<file path="src/rtl/reg_bank_user_if.sv">
// Bus bundle for reg_bank_user: write, read and sweep controls in; read data and status out.
// Latency: none (wires only).
// Backpressure: none; busy and ovr report dropped or deferred work.
interface reg_bank_user_if #(
  parameter int WIDTH = 64,
  parameter int AW    = 3
);
  logic             E;
  logic [1:0]       MODE;
  logic [AW-1:0]    WADDR;
  logic [WIDTH-1:0] data;
  logic             RE;
  logic [AW-1:0]    RADDR;
  logic             CLR_ALL;
  logic [WIDTH-1:0] q;
  logic             q_valid;
  logic             busy;
  logic             ovr;

  modport master (
    output E, MODE, WADDR, data, RE, RADDR, CLR_ALL,
    input  q, q_valid, busy, ovr
  );

  modport slave (
    input  E, MODE, WADDR, data, RE, RADDR, CLR_ALL,
    output q, q_valid, busy, ovr
  );
endinterface

</file>
<file path="src/rtl/reg_bank_user.sv">
// Multi-entry user register bank: per-write modes (LOAD/CLEAR/SHL/INC), registered read port, bulk-clear sweep.
// Latency: write visible to a read sampled one edge later; read data 1 cycle after RE; sweep takes DEPTH cycles.
// Backpressure: none; writes during a sweep, with CLR_ALL, or out of range are dropped and flagged on sticky ovr.
// Optional feature: define REG_BANK_SAT_EN to make INC saturate at all-ones instead of wrapping.
module reg_bank_user #(
  parameter int WIDTH = 64,
  parameter int DEPTH = 8,
  parameter int AW    = 3
) (
  input  logic           CLK,
  input  logic           R,
  reg_bank_user_if.slave bus
);
  // Storage covers the full address space so any AW-bit index stays in range;
  // entries at or above DEPTH are never written and keep their reset value.
  localparam int               NSLOT    = 1 << AW;
  localparam logic [AW:0]      DEPTH_W  = (AW+1)'(DEPTH);
  localparam logic [AW-1:0]    LAST_IDX = AW'(DEPTH - 1);
  localparam logic [AW-1:0]    IDX_ONE  = AW'(1);
  localparam logic [WIDTH-1:0] ONE      = WIDTH'(1);

  localparam logic [1:0] MODE_LOAD  = 2'b00;
  localparam logic [1:0] MODE_CLEAR = 2'b01;
  localparam logic [1:0] MODE_SHL   = 2'b10;

  typedef enum logic {IDLE, SWEEP} state_t;

  state_t           state;
  logic [AW-1:0]    idx;
  logic [WIDTH-1:0] mem [NSLOT];
  logic [WIDTH-1:0] cur;
  logic [WIDTH-1:0] wr_val;
  logic             waddr_ok;
  logic             raddr_ok;
  logic             wr_ok;
  logic             wr_drop;

  assign waddr_ok = {1'b0, bus.WADDR} < DEPTH_W;
  assign raddr_ok = {1'b0, bus.RADDR} < DEPTH_W;
  // CLR_ALL takes priority over a same-cycle write; sweeping blocks all writes.
  assign wr_ok    = bus.E && !bus.CLR_ALL && (state == IDLE) && waddr_ok;
  assign wr_drop  = bus.E && !wr_ok;
  assign cur      = mem[bus.WADDR];

  // Next value of the addressed entry for the selected write mode.
  always_comb begin
    wr_val = bus.data;
    case (bus.MODE)
      MODE_LOAD:  wr_val = bus.data;
      MODE_CLEAR: wr_val = '0;
      MODE_SHL:   wr_val = {cur[WIDTH-2:0], bus.data[0]};
      default: begin
`ifdef REG_BANK_SAT_EN
        wr_val = (&cur) ? cur : cur + ONE;
`else
        wr_val = cur + ONE;
`endif
      end
    endcase
  end

  // Sweep FSM: walk idx over every entry once, busy mirrors the SWEEP state.
  always_ff @(posedge CLK) begin
    if (!R) begin
      state    <= IDLE;
      idx      <= '0;
      bus.busy <= 1'b0;
    end else begin
      case (state)
        IDLE: begin
          if (bus.CLR_ALL) begin
            state    <= SWEEP;
            idx      <= '0;
            bus.busy <= 1'b1;
          end
        end
        SWEEP: begin
          idx <= idx + IDX_ONE;
          if (idx == LAST_IDX) begin
            state    <= IDLE;
            bus.busy <= 1'b0;
          end
        end
        default: begin
          state    <= IDLE;
          bus.busy <= 1'b0;
        end
      endcase
    end
  end

  // Entry storage: reset clears all, sweep clears one entry per cycle, else accepted writes.
  always_ff @(posedge CLK) begin
    if (!R) begin
      for (int i = 0; i < NSLOT; i++) mem[i] <= '0;
    end else if (state == SWEEP) begin
      mem[idx] <= '0;
    end else if (wr_ok) begin
      mem[bus.WADDR] <= wr_val;
    end
  end

  // Registered read port; sees pre-write contents, out-of-range reads return zero.
  always_ff @(posedge CLK) begin
    if (!R) begin
      bus.q       <= '0;
      bus.q_valid <= 1'b0;
    end else if (bus.RE) begin
      bus.q       <= raddr_ok ? mem[bus.RADDR] : '0;
      bus.q_valid <= 1'b1;
    end else begin
      bus.q_valid <= 1'b0;
    end
  end

  // Sticky overrun flag, set on the edge that drops a write.
  always_ff @(posedge CLK) begin
    if (!R) begin
      bus.ovr <= 1'b0;
    end else if (wr_drop) begin
      bus.ovr <= 1'b1;
    end
  end
endmodule

</file>
<file path="src/flat_wrapper.sv">
// flat-port wrapper written by rule: the top's interface ports become plain ports
module reg_bank_user_flat 
#(
  parameter int WIDTH = 64,
  parameter int DEPTH = 8,
  parameter int AW    = 3
)
  (CLK, R, bus_E, bus_MODE, bus_WADDR, bus_data, bus_RE, bus_RADDR, bus_CLR_ALL, bus_q, bus_q_valid, bus_busy, bus_ovr);
  reg_bank_user_if #(.WIDTH(WIDTH), .AW(AW)) bus_i ();
  input  logic CLK;
  input  logic R;
  input wire logic [$bits(bus_i.E)-1:0] bus_E;
  input wire logic [$bits(bus_i.MODE)-1:0] bus_MODE;
  input wire logic [$bits(bus_i.WADDR)-1:0] bus_WADDR;
  input wire logic [$bits(bus_i.data)-1:0] bus_data;
  input wire logic [$bits(bus_i.RE)-1:0] bus_RE;
  input wire logic [$bits(bus_i.RADDR)-1:0] bus_RADDR;
  input wire logic [$bits(bus_i.CLR_ALL)-1:0] bus_CLR_ALL;
  output wire logic [$bits(bus_i.q)-1:0] bus_q;
  output wire logic [$bits(bus_i.q_valid)-1:0] bus_q_valid;
  output wire logic [$bits(bus_i.busy)-1:0] bus_busy;
  output wire logic [$bits(bus_i.ovr)-1:0] bus_ovr;
  assign bus_i.E = bus_E;
  assign bus_i.MODE = bus_MODE;
  assign bus_i.WADDR = bus_WADDR;
  assign bus_i.data = bus_data;
  assign bus_i.RE = bus_RE;
  assign bus_i.RADDR = bus_RADDR;
  assign bus_i.CLR_ALL = bus_CLR_ALL;
  assign bus_q = bus_i.q;
  assign bus_q_valid = bus_i.q_valid;
  assign bus_busy = bus_i.busy;
  assign bus_ovr = bus_i.ovr;
  reg_bank_user #(.WIDTH(WIDTH), .DEPTH(DEPTH), .AW(AW)) u_core (.CLK(CLK), .R(R), .bus(bus_i));
endmodule
</file>
<file path="config.mk">
export PLATFORM = sky130hd
export DESIGN_NAME = reg_bank_user_flat
export DESIGN_NICKNAME = d
export VERILOG_FILES = /design/src/rtl/reg_bank_user_if.sv /design/src/rtl/reg_bank_user.sv /design/src/flat_wrapper.sv
export SDC_FILE = /design/constraint.sdc
export NUM_CORES = 1
export LEC_CHECK = 0
export CAP_MARGIN = 20
export CORE_UTILIZATION = 31
export DETAILED_ROUTE_END_ITERATION = 8
export GPL_TIMING_DRIVEN = 0
export PLACE_DENSITY = 0.55
export SYNTH_ARGS = -nofsm -noshare
export SYNTH_HDL_FRONTEND = slang
export SYNTH_SLANG_ARGS = --single-unit
</file>
<file path="constraint.sdc">
create_clock -name CLK -period 12.82 [get_ports CLK]
set_input_delay 1.282 -clock CLK [delete_from_list [all_inputs] [get_ports CLK]]
set_output_delay 1.282 -clock CLK [all_outputs]
set_load 0.05 [all_outputs]
</file>
==> flow_summary.toml <==
[drt]
wl_per_cell_um = 32.0
route.top_layer_used = "met5"
totalWireLength_um = 126000
antenna_left = 0
drt-initial-drc-count = 3481
wl_met1_um = 48100
drc = 0
dr_wl_met3_um = 14900
first_pass_iters = 6
wl_met2_um = 57800
vias = 24100
routed_via_density = 6.11

[placement]
place_congestion = 0.927
dp_slack_ns = 5.41
hpwl_um = 85600
dpl_cell_area_sq_um = 34700
io_buffers = 135

[power_and_ir_drop]
p_leak_nw = 12.9
ir_worst_vdd_mv = 0.0819
p_per_area_nw_per_um2 = 132

[layout]
layout.nets = 2672
drive_gt1_share_pct = 18.4
area_delta_synth_final_pct = 18.4
fillers = 9643
fin_area_sq_um = 37100
post-route-util_pct = 37.0

[synthesis]
synth_fp_nets = 2438
synth_compound_area_share_pct = 6.66
synth_edf_count = 512
ys_ff_latch = 583
synth_mux_area_share_pct = 22.9
ys_seq_area_share_pct = 53.6
synth_area_sq_um = 31300
syn_inst = 2358
synth_top_family_by_area = "multiplexers"
async_flop_share_pct = 0
synth-xor-area-share_pct = 0.475
synthFlopType = "edfxtp_1"
syn_area_per_cell_sq_um = 13.3
synth_fa_ha_area_share_pct = 0.120
synth_cell_types = 84
yosysWarnings = 0
synthSimpleGateAreaFrac_pct = 13.1

[cts]
cts_buffers = 72
clk_latency_ns = 0.63
cts.sink_count = 583
ctsResizeCount = 0
postCtsSetupRepairBufs = 0
cts_tree = "done"
cts_max_path_buffers = 3
cts_root_buf = "clkbuf_16"
htreeDepth = 3
hold_buffers = 0
clk_pin_slew_worst_paths_ns = 0.06

[worst_setup_path]
crit_fanout = 33
rr_worst_depth = 10
critPathKind = "in -> reg"
required_ns = 13.10
arrival_ns = 7.32
start_kind = "input port"
end_kind = "flip-flop"

[timing]
hold_viol = 0
fmax_mhz = 142
maxSlewViolCount = 0
tightest_slew_ns = 1.22
skew_ns = 0.0398
tns_ns = 0
rsz0062_at_grt = "false"
setup_viol = 0
fin_hold_ws_ns = 0.479
period_minus_slack_ns = 7.04
slew_headroom_pct = 18.8
setup_ws_ns = 5.78
final.period_utilization_pct = 54.9

[global_routing]
grt_overflow = 0
grt_start_max_net_pins = 42
grt_usage_pct = 24.2
grt_pass1_vias = 24200
antenna_found_initial = 3
grt_pass1_wl_um = 176000

[hold_path]
whs_path_depth = 1
hold_class = "reg -> reg"

[floorplanning]
dieArea_sq_um = 102000
core_sq_um = 100000
start_util_pct = 31.3
die_y_um = 320
fp-row-count = 116
fp.dieW_um = 320
io_pins = 144

[job]
max_cap_violations = 0

[outcome]
status = "finished clean"
-- final cells by class --
class,count,area (sq um),share of cell area (%)
Antenna cell,1,2.50,0.00675
Buffer,192,938,2.53
Clock buffer,94,1980,5.33
Clock inverter,36,274,0.739
Inverter,5,21.3,0.0574
Multi-Input combinational cell,1578,13600,36.7
Sequential cell,583,16800,45.3
Tap cell,1298,1620,4.38
Timing Repair Buffer,160,1830,4.92
-- through the flow --
stage	total power, mW	instances
after CTS	4.88	3939
after floorplan	2.64	2358
final	4.89	3947
after detailed placement	2.93	3809
after global routing	5.00	3947
after global placement	2.91	3791
-- worst max-delay path, cell delays in order --
cell      delay [ns]
buf_2           0.14
inv_4           0.20
buf_4           0.31
buf_4           0.33
buf_1           0.85
buf_1           0.76
buf_2           0.50
nand2_1         0.08
o21ai_0         0.43
nand2_1         0.62
clkbuf_1        0.60
nand2_4         0.76
buf_16          0.35
-- Yosys cell counts (5+ instances only) --
master,count,area [sq um]
nor3_1,187,936
a221oi_1,6,52.6
mux4_2,231,5200
nand3_1,29,145
a31oi_1,8,50.1
mux4_1,14,368
a21o_1,6,45.0
or4_1,8,60.1
xnor2_1,13,114
o21ai_0,21,105
buf_2,16,80.1
and2_1,13,81.3
nand2_1,152,571
nor2_1,370,1390
dfxtp_1,71,1420
a211oi_1,13,97.6
nor4_1,14,87.6
o31ai_1,12,90.1
buf_1,28,105
or3_1,5,31.3
nand4_1,13,81.3
a21oi_1,59,295
clkbuf_1,122,458
nand2b_1,5,31.3
nor3b_1,35,263
o211a_1,66,661
a22oi_1,7,52.6
a31o_2,8,70.1
mux2_2,38,428
o211ai_1,7,52.6
or2_2,6,37.5
nor2b_1,8,50.1
o22ai_1,5,31.3
a21oi_2,7,61.3
edfxtp_1,512,15400
and3_1,10,62.6
buf_4,7,52.6
o21ai_1,19,95.1
buf_6,13,146
mux2i_1,118,1180
-- cell usage in the layout, fill, tap and decap left out, types with 14 or more instances in the layout --
cell and count:
o21ai_0 21, dfxtp_1 71, nor4_1 14, nor3b_1 35, clkinv_2 16, mux2_2 38, clkbuf_16 75, buf_2 17
nor2_1 370, mux4_2 231, buf_6 14, edfxtp_1 512, clkdlybuf4s50_1 135, buf_8 15, nand3_1 29, mux2i_1 118
a21oi_1 59, mux4_1 14, buf_1 28, o211a_1 66, nand2_1 144, o21ai_1 19, nor3_1 187, clkbuf_1 136
-- where the power goes --
part	internal (mW)	total, mW	switching [mW]
Combinational	0.262	0.715	0.453
Sequential	2.15	2.19	0.0451
Clock	1.15	1.99	0.837
-- flip-flops by register name, indices dropped and copies added, names as in the netlist --
name and count:
u_core.state 1, u_core.bus.q_valid 1, u_core.bus.ovr 1, u_core.bus.q 64, u_core.idx 3, u_core.mem 512, u_core.bus.busy 1
-- worst paths after layout --
check                                    endpoint             start  slack (ns)
worst max-delay path            u_core.mem[3][51]      bus_WADDR[2]        5.78
worst max register to register  u_core.mem[2][58]  u_core.mem[5][1]        8.06
worst min register to register   u_core.bus.q[47]  u_core.bus.q[47]        0.48
worst min-delay path             u_core.bus.q[47]  u_core.bus.q[47]        0.48
-- cells by family after synthesis --
family	Yosys count
flip-flops	583
XOR/XNOR	17
adder cells (fa/ha/maj)	3
AND/OR/NAND/NOR	880
buffers and inverters	197
multiplexers	401
AO/OA/AOI/OAI	277
-- metal layers --
layer | track usage (%) | vias to the layer above
li1 | - | 9765
met1 | 31.5 | 12300
met2 | 38.2 | 1774
met3 | 6.32 | 316
met4 | 10.1 | 2
met5 | 0 | -
Power figures use the tool's default switching activity.
